File: src/rtl/lif_spike_encoder.sv
// Threshold/fire/refractory controller for a LIF neuron with a timestamped event FIFO.
// Optional adaptive threshold enabled by defining LIF_SPIKE_ADAPTIVE_THRESH_EN.
module lif_spike_encoder #(
  parameter int unsigned WIDTH          = 8,
  parameter int unsigned TS_WIDTH       = 8,
  parameter int unsigned FIFO_DEPTH     = 4,
  parameter int unsigned THRESH_DEFAULT = 128,
  parameter int unsigned REFRAC_DEFAULT = 2
) (
  input  logic                clk,
  input  logic                reset_n,
  input  logic [WIDTH-1:0]    state,
  input  logic                cfg_we,
  input  logic [WIDTH-1:0]    cfg_threshold,
  input  logic [3:0]          cfg_refrac,
  output logic                spike,
  output logic                refractory,
  output logic                ev_valid,
  input  logic                ev_ready,
  output logic [TS_WIDTH-1:0] ev_ts,
  output logic                overflow
);

  localparam int unsigned PTR_W = (FIFO_DEPTH > 1) ? $clog2(FIFO_DEPTH) : 1;
  localparam int unsigned CNT_W = PTR_W + 1;

  typedef enum logic [1:0] {
    ST_INTEG  = 2'd0,
    ST_FIRE   = 2'd1,
    ST_REFRAC = 2'd2
  } fsm_e;

  fsm_e                fsm_q, fsm_d;
  logic [3:0]          cnt_q, cnt_d;
  logic [WIDTH-1:0]    threshold_q, threshold_d;
  logic [3:0]          refrac_len_q, refrac_len_d;
  logic [TS_WIDTH-1:0] ts_q;
  logic                spike_q, spike_d;
  logic                refrac_q, refrac_d;
  logic [WIDTH-1:0]    thr_eff_c;
  logic                cross_c;

  logic [TS_WIDTH-1:0] mem_q [FIFO_DEPTH];
  logic [TS_WIDTH-1:0] mem_d [FIFO_DEPTH];
  logic [PTR_W-1:0]    wr_ptr_q, wr_ptr_d;
  logic [PTR_W-1:0]    rd_ptr_q, rd_ptr_d;
  logic [CNT_W-1:0]    count_q, count_d;
  logic                ev_valid_q, ev_valid_d;
  logic [TS_WIDTH-1:0] ev_ts_q, ev_ts_d;
  logic                ovf_q, ovf_d;
  logic                push_req_c, push_ok_c, pop_c, full_c;

  assign cross_c = (state >= thr_eff_c);

  assign threshold_d  = cfg_we ? cfg_threshold : threshold_q;
  assign refrac_len_d = cfg_we ? cfg_refrac    : refrac_len_q;

`ifdef LIF_SPIKE_ADAPTIVE_THRESH_EN
  localparam logic [WIDTH-1:0] THR_MAX = '1;
  logic [WIDTH-1:0] thr_eff_q, thr_eff_d;

  // Raise by 8 on each fire (saturating), leak back toward the base when quiet.
  always_comb begin
    thr_eff_d = thr_eff_q;
    if (cfg_we) begin
      thr_eff_d = cfg_threshold;
    end else if (fsm_q == ST_FIRE) begin
      if (thr_eff_q > (THR_MAX - WIDTH'(8))) thr_eff_d = THR_MAX;
      else                                   thr_eff_d = thr_eff_q + WIDTH'(8);
    end else if ((fsm_q == ST_INTEG) && !cross_c && (thr_eff_q > threshold_q)) begin
      thr_eff_d = thr_eff_q - WIDTH'(1);
    end
  end

  always_ff @(posedge clk) begin
    if (!reset_n) thr_eff_q <= WIDTH'(THRESH_DEFAULT);
    else          thr_eff_q <= thr_eff_d;
  end

  assign thr_eff_c = thr_eff_q;
`else
  assign thr_eff_c = threshold_q;
`endif

  // FSM state register
  always_ff @(posedge clk) begin
    if (!reset_n) begin
      fsm_q <= ST_INTEG;
      cnt_q <= 4'd0;
    end else begin
      fsm_q <= fsm_d;
      cnt_q <= cnt_d;
    end
  end

  // FSM next state
  always_comb begin
    fsm_d = fsm_q;
    cnt_d = cnt_q;
    case (fsm_q)
      ST_INTEG: begin
        if (cross_c) fsm_d = ST_FIRE;
      end
      ST_FIRE: begin
        if (refrac_len_q != 4'd0) begin
          fsm_d = ST_REFRAC;
          cnt_d = refrac_len_q;
        end else begin
          fsm_d = ST_INTEG;
        end
      end
      ST_REFRAC: begin
        if (cnt_q <= 4'd1) fsm_d = ST_INTEG;
        else               cnt_d = cnt_q - 4'd1;
      end
      default: fsm_d = ST_INTEG;
    endcase
  end

  // Outputs decoded from the next state so they register alongside it
  always_comb begin
    spike_d  = 1'b0;
    refrac_d = 1'b0;
    spike_d  = (fsm_d == ST_FIRE);
    refrac_d = (fsm_d == ST_REFRAC);
  end

  // Event FIFO: push on the edge entering FIRE; full drops unless a pop frees a slot
  always_comb begin
    mem_d      = mem_q;
    wr_ptr_d   = wr_ptr_q;
    rd_ptr_d   = rd_ptr_q;
    ovf_d      = ovf_q;
    push_req_c = (fsm_q == ST_INTEG) && cross_c;
    full_c     = (count_q == CNT_W'(FIFO_DEPTH));
    pop_c      = ev_valid_q && ev_ready;
    push_ok_c  = push_req_c && (!full_c || pop_c);
    if (push_ok_c) begin
      mem_d[wr_ptr_q] = ts_q;
      wr_ptr_d        = wr_ptr_q + PTR_W'(1);
    end
    if (pop_c) rd_ptr_d = rd_ptr_q + PTR_W'(1);
    count_d    = count_q + CNT_W'(push_ok_c) - CNT_W'(pop_c);
    if (cfg_we) ovf_d = 1'b0;
    if (push_req_c && !push_ok_c) ovf_d = 1'b1;
    ev_valid_d = (count_d != '0);
    ev_ts_d    = ev_valid_d ? mem_d[rd_ptr_d] : ev_ts_q;
  end

  always_ff @(posedge clk) begin
    if (!reset_n) begin
      threshold_q  <= WIDTH'(THRESH_DEFAULT);
      refrac_len_q <= 4'(REFRAC_DEFAULT);
      ts_q         <= '0;
      spike_q      <= 1'b0;
      refrac_q     <= 1'b0;
      wr_ptr_q     <= '0;
      rd_ptr_q     <= '0;
      count_q      <= '0;
      ev_valid_q   <= 1'b0;
      ev_ts_q      <= '0;
      ovf_q        <= 1'b0;
    end else begin
      threshold_q  <= threshold_d;
      refrac_len_q <= refrac_len_d;
      ts_q         <= ts_q + TS_WIDTH'(1);
      spike_q      <= spike_d;
      refrac_q     <= refrac_d;
      wr_ptr_q     <= wr_ptr_d;
      rd_ptr_q     <= rd_ptr_d;
      count_q      <= count_d;
      ev_valid_q   <= ev_valid_d;
      ev_ts_q      <= ev_ts_d;
      ovf_q        <= ovf_d;
    end
  end

  // Storage needs no reset: contents are only visible through the pointers
  always_ff @(posedge clk) begin
    mem_q <= mem_d;
  end

  assign spike      = spike_q;
  assign refractory = refrac_q;
  assign ev_valid   = ev_valid_q;
  assign ev_ts      = ev_ts_q;
  assign overflow   = ovf_q;

endmodule

File: config.mk
export PLATFORM = sky130hd
export DESIGN_NAME = lif_spike_encoder
export DESIGN_NICKNAME = d
export VERILOG_FILES = /design/src/rtl/lif_spike_encoder.sv
export SDC_FILE = /design/constraint.sdc
export NUM_CORES = 1
export LEC_CHECK = 0
export ABC_AREA = 1
export CORE_MARGIN = 4
export CORE_UTILIZATION = 58
export DETAILED_ROUTE_END_ITERATION = 7
export PLACE_DENSITY = 0.8
export SLEW_MARGIN = 25
export SYNTH_ARGS = -nofsm -noshare
export SYNTH_HDL_FRONTEND = slang
export SYNTH_SLANG_ARGS = --single-unit
File: constraint.sdc
create_clock -name clk -period 4.9 [get_ports clk]
set_clock_uncertainty 0.1 [all_clocks]
set_input_delay 0.98 -clock clk [delete_from_list [all_inputs] [get_ports clk]]
set_output_delay 0.98 -clock clk [all_outputs]
set_load 0.02 [all_outputs]
# Yosys cells after proc, flatten, opt, wreduce, memory -nomap -nowiden
# Index checks and enable logic that the tools add are counted.
# word_totals
reg_bits,77
latch_bits,0
mem_bits_rw,0
rom_bits,0
in_bits,24
output_inout_bits,12
mem_count,0
# classes
add_sub_neg,6
multipliers,0
div,0
magnitude_cmp,5
n_eq_ne,7
n_shift,0
muxes,17
bitwise_logic,2
n_reduce_logical,14
# op_table
op,n
$bwmux 32,1
$mux 32,1
$mux 8,3
$bmux 8 s2,1
$demux 8 s2,1
$add 8x1->8 const B,1
$ge 8x8->1,1
$mux 2,4
$mux 4,2
$pmux 4 s2,1
$ge 3x3->1 const B,2
$not 2->3,2
$pmux 2 s3,1
$logic_and 1x1->1,5
$add 2x1->2 const B,2
$eq 2x1->1 const B,2
$eq 2x2->1 const B,2
$le 4x1->1 const B,1
$ne 2x2->1 const B,2
$reduce_bool 2->1,2
$reduce_bool 4->1,1
$sub 4x1->4 const B,1
$add 3x1->3,1
$eq 3x3->1 const B,1
other kinds (8),10

# Longest topological paths before layout
# depth
word_depth,10
mapped_depth,23

# Worst setup path after synthesis
# Ideal clock, no wire load.
# synth_path
kind,input to register
from,input state[7]
to,"register ev_ts_q[6], in the netlist ev_ts[6]"
setup_ps,109
arrival_ps,3638
setup_slack_ps,1053
cell_stages,19
n_path_buf,2
path_cell_list,ha_1 -> nand2_2 -> nor2_4 -> nand4_2 -> nand3_4 -> nand3_4 -> buf_6 -> ha_1 -> inv_1 -> ha_1 -> inv_1 -> fa_1 -> xor2_1 -> nand3b_1 -> buf_2 -> o21ai_0 -> inv_1 -> nand2_1 -> inv_1
# synth_via
elab_chain_cells,7
word_cells_on_any_way,10
cone_classes,2 x add/sub; 1 x order compare; 4 x mux; 3 x reduce/logical
# synth_rtl
element,line,text
start: declaration,12,"input logic [WIDTH-1:0] state,"
$ge 8x8->1 *,53,assign cross_c = (state >= thr_eff_c);
$logic_and 1x1->1 *,134,push_req_c = (fsm_q == ST_INTEG) && cross_c;
$logic_and 1x1->1 *,137,push_ok_c = push_req_c && (!full_c || pop_c);
"parallel branches: the longest is 4 deep, another holds $add 3x1->3",-,
end signal: assignment,173,ev_ts_q <= ev_ts_d;
end: declaration,49,"logic [TS_WIDTH-1:0] ev_ts_q, ev_ts_d;"
# Mark *: on every way between the ends. The select of a mux whose other input is x is not followed.
# A chain may end at the register's enable or synchronous reset.

# Final worst setup path
# layout_path
from,input state[5]
to,"register ev_ts_q[2], in the netlist ev_ts[2]"
# Same word-level chain as after synthesis.

==> out/results.txt <==
ys async rst share - 0
CTS Hold Buffers Added - 0
Starting Density - 0.5957
setup_tns - 0 ns
worst-margin pin slew - 0.6018 ns
Syn Area/Cell - 7.062 µm²
largest net degree at the start of global routing - 37
post-synthesis adder-cell area fraction - 0.07025
# fillers - 579
clk sink count - 77
DRC Markers - 0
WL final - 9376 µm
Routed WL per cell - 13.77 µm
area leader, netlist - dfxtp_1
CTS clk-pin slew, worst paths - 0.08 ns
Setup CP Type - input pin to flip-flop
die outline area - 0.008337 mm²
power per cell area - 518.5 mW/mm²
mux contribution to synthesized area - 0
postcts setup bufs - 0
CTS Buf Count - 9
crit path capture type - flip-flop
top post-synthesis cells by area - dfxtp_1 (38%), nand2_1 (13%), nand3_1 (7.6%)
NumNets Final - 642
PortBufs - 35
Synth top area share - 0.3830
Root Driver - clkbuf_8
Simple-Gate Fraction of Synth Area - 0.3217
Max Root-Sink Buffers - 2
crit path DAT - 4.29 ns
standard-cell row count - 30
worst-skew pair later-pin latency - 0.35 ns
first-pass GRT wire length - 16,010 µm
Leakage - 2.111 nW
ys flop type - dfxtp_1
most frequent cell after synthesis - nand2_1
Cells after Synth - 570
Core ar. - 0.006756 mm²
flop and latch count out of synthesis - 77
status - finished clean
layout cells sized above 1 - 0.06656
Via density - 5.536
max-cap viol count - 0
Fin. Hold Viols - 0
I/O pin cnt - 36
RSZ-0062 raised after global routing - false
sequential area share after synthesis - 0.3830
initial antenna violation count - 0
max-slew violation count - 0
Post-synth EDFFs - 0
Synth top cells by count - nand2_1 (135), dfxtp_1 (77), inv_1 (77)
Final period util - 0.8432
GRT Util Overall - 0.2343
Worst Setup Start Kind - input pin
Syn. warnings - 0
Max rail drop VDD - 469.0 µV
Synthesized Nets - 616
Synth Area in Compound Gates - 0.1057
WP data required - 5.06 ns
fmax - 242.0 MHz
worst-path fanout max - 17
Initial DRC Count - 308
final setup vio count - 0
post-cts sizing count - 0
Antenna Nets Post-Route - 0
Layout area overhead - 13.68%
reg2reg path depth - 18
Max H-tree Level - 3
vias in the first global route - 3,526
Period minus WS final - 4.132 ns
HPWL Detailed - 6359 µm
Slew Limit Headroom - 0.5988
WHS Path Cells - 2
Diodes inserted - 0
gpl congestion - 0.8197
dpl cell area - 0.004384 mm²
post-route cell area - 0.004576 mm²
XOR/XNOR share of the synthesized area - 0.01274
CTS tree - yes
die span in y - 91.31 µm
total power - 2.372 mW
post-synth cell types - 34
1st-pass router iterations - 5
Syn Std Cell Area - 0.004025 mm²
Die X - 91.31 µm
vias - 3,770
Hold Path Class - flip-flop to flip-flop
largest family of logic cells by synthesized area - simple AND/OR/NAND/NOR gates
grt ovf - 0
==> registers in the layout, summed over array words and instances (netlist names) <==
register      count
overflow          1
cnt_q             4
ev_valid          1
ev_ts             8
spike             1
refrac_len_q      4
mem_q            32
count_q           3
rd_ptr_q          2
wr_ptr_q          2
fsm_q             2
thr_eff_c         8
refractory        1
ts_q              8
==> cells by family after synthesis <==
kind of cell | after synthesis
compound gates | 82
simple gates | 279
buf+inv | 105
xor+xnor | 5
flops | 77
fa+ha+maj | 22
==> power by group <==
part / internal, mW / switching (mW)
sequential: 0.764 / 0.0774
combinational: 0.369 / 0.693
clock: 0.234 / 0.234
==> cells in the final DEF (no fill, tap or decap), types with 20 or more instances in the layout <==
master / n
nand2_1: 135
inv_1: 77
dfxtp_1: 77
nand3_1: 61
o21ai_0: 55
clkdlybuf4s50_1: 35
nand4_1: 32
nor2_1: 27
ha_1: 21
a21oi_1: 20
==> worst max-delay path, stage by stage <==
cell and delay, ns:
clkdlybuf4s50_1 0.42, ha_1 0.31, nand2_1 0.09, nor2_4 0.10, nand4_2 0.11, nand3_4 0.13, nand3_4 0.07, ha_1 0.30
inv_1 0.06, ha_1 0.13, inv_1 0.05, fa_1 0.39, xor2_1 0.23, nand3b_1 0.44, o21ai_0 0.33, inv_1 0.07
nand2_1 0.06, inv_1 0.03
==> worst paths after layout <==
check	start	endpoint	slack [ns]
hold reg to reg	thr_eff_c[6]$_SDFFE_PN0P_	thr_eff_c[6]$_SDFFE_PN0P_	0.36
hold / removal	thr_eff_c[6]$_SDFFE_PN0P_	thr_eff_c[6]$_SDFFE_PN0P_	0.36
setup reg to reg	thr_eff_c[7]$_SDFFE_PN1P_	ev_ts[2]$_SDFFE_PN0P_	1.47
setup / recovery	state[5]	ev_ts[2]$_SDFFE_PN0P_	0.77
==> per-stage QoR <==
| stage | hold WS (ns) | utilization | std cells | setup WS, ns |
|---|---|---|---|---|
| after detailed placement | 0.3534 | 0.6489 | 665 | 0.3709 |
| after floorplan | 0.3373 | - | 570 | 1.053 |
| final | 0.3625 | 0.6772 | 681 | 0.7685 |
| after global placement | 0.3460 | 0.6489 | 665 | 0.5673 |
| after CTS | 0.3667 | 0.6772 | 681 | 0.7563 |
| after global routing | 0.3879 | 0.6772 | 681 | 0.4889 |
==> cell type report <==
type | count | area, µm² | share of cell area
well taps | 80 | 100.1 | 0.02188
inverters | 80 | 300.3 | 0.06563
multi-input cells | 388 | 2054 | 0.4490
clock buffers | 10 | 127.6 | 0.02789
clock inverters | 6 | 63.81 | 0.01395
repair buffers | 40 | 387.9 | 0.08477
flip-flops and latches | 77 | 1541 | 0.3369
==> layer usage <==
metal / vias to the layer above / wire (µm) / global-route usage
met3: 11 / 687 / 0.06877
li1: 1914 / - / -
met5: - / 0 / 0
met1: 1711 / 4171 / 0.2968
met2: 134 / 4417 / 0.3869
met4: 0 / 99 / 0.06784
(Power assumes the default switching activity.)
==> variant 1: new RTL, config.mk and constraints unchanged <==
Build with the macro `LIF_SPIKE_ADAPTIVE_THRESH_EN` defined.
--- a/src/rtl/lif_spike_encoder.sv
+++ b/src/rtl/lif_spike_encoder.sv
@@ -2,2 +2,4 @@
 // Optional adaptive threshold enabled by defining LIF_SPIKE_ADAPTIVE_THRESH_EN.
+`define LIF_SPIKE_ADAPTIVE_THRESH_EN
+
 module lif_spike_encoder #(
Function: changed (Yosys sat finds a counterexample within 4 cycles, from zero or initial values and one cycle with reset_n low).
==> variant 1 against the unedited design <==
Wire length rose by 26%; setup slack improved by 0.0040 ns; power rose by 34%; synthesized area rose by 19%; cell area rose by 17%; sequential share of layout area fell by 2.0 points; first-iteration DRC count fell by 1.3%; sequential cell count rose by 8; critical endpoint unchanged.
==> variant 1: results <==
{
  "synth_commonest_cells": "nand2_1 (170), inv_1 (91), dfxtp_1 (85)",
  "ys_top_cells_by_area": "dfxtp_1 (36%), nand2_1 (13%), ha_1 (8.4%)",
  "ir_worst_vdd_v": 0.000369,
  "dp_cells": 803,
  "gp_congestion": 0.853,
  "num-fill-cells": 682,
  "avgViaCountPerCell": 5.67,
  "dr.first_iter.drc_count": 304,
  "post-cts-setup-buffer-count": 0,
  "path_max_fanout": 17,
  "grt_use_total_pct": 24.1,
  "fin_nets": 769,
  "grt_max_degree": 37,
  "grt_pass1_wl_um": 19600,
  "dpl_cell_area_um2": 5160,
  "worst_ep_arrival_time_ns": 4.30,
  "synth_cell_types": 36,
  "dp_hpwl_um": 8280,
  "worstMarginPinSlew_ns": 0.628,
  "wl_um": 11800,
  "grt_pass1_vias": 4417,
  "p_leak_nw": 2.49,
  "syn-num-nets": 748,
  "outcome": "completed",
  "numCtsBuffers": 9,
  "synth_seq_area_share_pct": 35.5,
  "stdcell_count": 819,
  "holdPathStages": 2,
  "synth_cells": 691,
  "firstDrtPassIters": 6,
  "clk_pin_slew_ns": 0.09,
  "final_layout_size_suffix_gt1_share_pct": 4.46,
  "regMostFlops": "mem_q"
}
variant 1: changes by cell type after synthesis, moves of 9 or more:
cell,change
nand2_1,+35
nor2_1,+15
inv_1,+14
ha_1,+11
nand3_1,+9
o21ai_0,+9
variant 1: final timing paths:
check | start | to | slack (ns)
hold reg to reg | threshold_q[6]$_SDFFE_PN0P_ | threshold_q[6]$_SDFFE_PN0P_ | 0.37
setup / recovery | state[7] | ev_ts[2]$_SDFFE_PN0P_ | 0.77
setup reg to reg | thr_eff_c[5]$_SDFFE_PN0P_ | ev_ts[2]$_SDFFE_PN0P_ | 1.19
hold / removal | threshold_q[6]$_SDFFE_PN0P_ | threshold_q[6]$_SDFFE_PN0P_ | 0.37
variant 1: metrics by stage:
stage | hold WS, ns | util, % | setup slack, ns | total power [mW]
2_1_floorplan | 0.337 | - | 1.05 | 2.26
3_3_place_gp | 0.347 | 65.4 | 0.589 | 2.57
3_5_place_dp | 0.355 | 65.4 | 0.439 | 2.65
4_1_cts | 0.373 | 68.0 | 0.831 | 3.17
5_1_grt | 0.392 | 68.0 | 0.547 | 3.46
6_report | 0.370 | 68.0 | 0.773 | 3.17
variant 1: report_power, final:
group	internal [mW]	switching, mW
Sequential	0.853	0.121
Clock	0.254	0.261
Combinational	0.578	1.11
Total	1.68	1.49
variant 1: routing by layer:
metal,track usage (%),routed length [µm],vias to the layer above
met5,0,0,-
met4,9.87,384,0
met3,5.17,603,34
met2,43.5,6020,149
met1,27.4,4760,2137
li1,-,-,2320
variant 1: critical path: stages:
cell,delay (ns)
clkdlybuf4s50_1,0.40
ha_1,0.31
nand2_2,0.08
nor2_4,0.12
nand4_2,0.10
nand3_4,0.12
nand3_4,0.06
ha_1,0.30
inv_1,0.06
ha_1,0.13
inv_1,0.04
fa_1,0.37
xor2_1,0.21
nand3b_1,0.44
o21ai_0,0.36
inv_1,0.09
nand2_1,0.07
inv_1,0.04
variant 1: cell type report:
cell class                 instances  area [µm²]  share of cell area (%)
clock buffer                      10         138                    2.57
clock inverter                     6        70.1                    1.31
multi-input combinational        483        2590                    48.3
tap                              102         128                    2.38
inverter                          93         349                    6.51
timing repair buffer              40         388                    7.23
sequential                        85        1700                    31.7
variant 1: cell families after synthesis:
group,count (synthesis),share of synthesized area (%)
XOR/XNOR,11,2.17
buffers and inverters,123,10.4
adder cells (fa/ha/maj),33,8.78
AO/OA/AOI/OAI,106,11.9
AND/OR/NAND/NOR,333,31.3
flip-flops,85,35.5
==> variant 2: new RTL, same flow settings <==
Made on the original files. `ts_q` no longer has a reset.
--- a/src/rtl/lif_spike_encoder.sv
+++ b/src/rtl/lif_spike_encoder.sv
@@ -153,3 +153,2 @@
       refrac_len_q <= 4'(REFRAC_DEFAULT);
-      ts_q         <= '0;
       spike_q      <= 1'b0;
@@ -165,3 +164,2 @@
       refrac_len_q <= refrac_len_d;
-      ts_q         <= ts_q + TS_WIDTH'(1);
       spike_q      <= spike_d;
@@ -175,2 +173,6 @@
     end
+  end
+
+  always_ff @(posedge clk) begin
+    ts_q <= ts_q + TS_WIDTH'(1);
   end
Function: changed (a bounded check fails within 4 cycles, from zero or initial values and one cycle with reset_n low).
==> variant 2 against the unedited design <==
Cell area is essentially flat; wire length shrank 0.68%; fmax shrank 4.2%; register-to-register slack lost 0.16 ns; via count shrank 2.0%; power shrank 8.1%; global-route usage shrank 0.51 points; sequential cell count is the same; synthesized area is essentially flat; setup slack lost 0.18 ns.
==> variant 2: results <==
{
  "outcome": "completed",
  "wl_per_cell_um": 14.0,
  "p_leak_nw": 2.13,
  "multi_input_area_um2": 2050,
  "max_slew_margin_pct": 50.9,
  "synth-adder-area-share_pct": 7.03,
  "gp_congestion": 0.810,
  "chipWidth_um": 91.3,
  "final_layout_size_suffix_gt1_share_pct": 7.84,
  "place_ws_ns": 0.299,
  "wl_met3_um": 520,
  "syn-num-nets": 604,
  "grt_use_met1_pct": 33.0,
  "firstDrtPassIters": 6,
  "critPathMaxStageDelay_ns": 0.55,
  "worst_ep_arrival_time_ns": 4.45,
  "synth_compound_area_share_pct": 10.4,
  "dr.first_iter.drc_count": 264,
  "buf_share_pct": 8.47,
  "nNonClkInverters": 79,
  "synth-xor-area-share_pct": 2.36,
  "fin_nets": 629,
  "sh_seq_area_pct": 33.7,
  "n_clock_buffer": 11,
  "grt_use_total_pct": 22.9,
  "dp_hpwl_um": 6200,
  "multi_input_cells": 376,
  "synth_seq_area_share_pct": 38.3,
  "met3_usage_pct": 3.89,
  "final_core_utilization_pct": 67.8
}
-- variant 2: per-stage QoR --
stage | instances | power, mW
after floorplan | 558 | 1.42
after global placement | 652 | 1.64
after global routing | 667 | 2.32
after CTS | 667 | 2.18
after detailed placement | 652 | 1.67
final | 667 | 2.18
-- variant 2: kinds of logic after synthesis --
group | after synthesis
simple gates | 263
buf+inv | 105
compound gates | 81
flops | 77
fa+ha+maj | 22
xor+xnor | 10
-- variant 2: final timing paths --
check             cells after the start                       from  slack, ns                   endpoint
setup / recovery                     18                   state[7]       0.59      ev_ts[3]$_SDFFE_PN0P_
hold reg to reg                       2  thr_eff_c[2]$_SDFFE_PN0P_       0.37  thr_eff_c[2]$_SDFFE_PN0P_
hold / removal                        2  thr_eff_c[2]$_SDFFE_PN0P_       0.37  thr_eff_c[2]$_SDFFE_PN0P_
setup reg to reg                     18  thr_eff_c[7]$_SDFFE_PN1P_       1.31      ev_ts[3]$_SDFFE_PN0P_
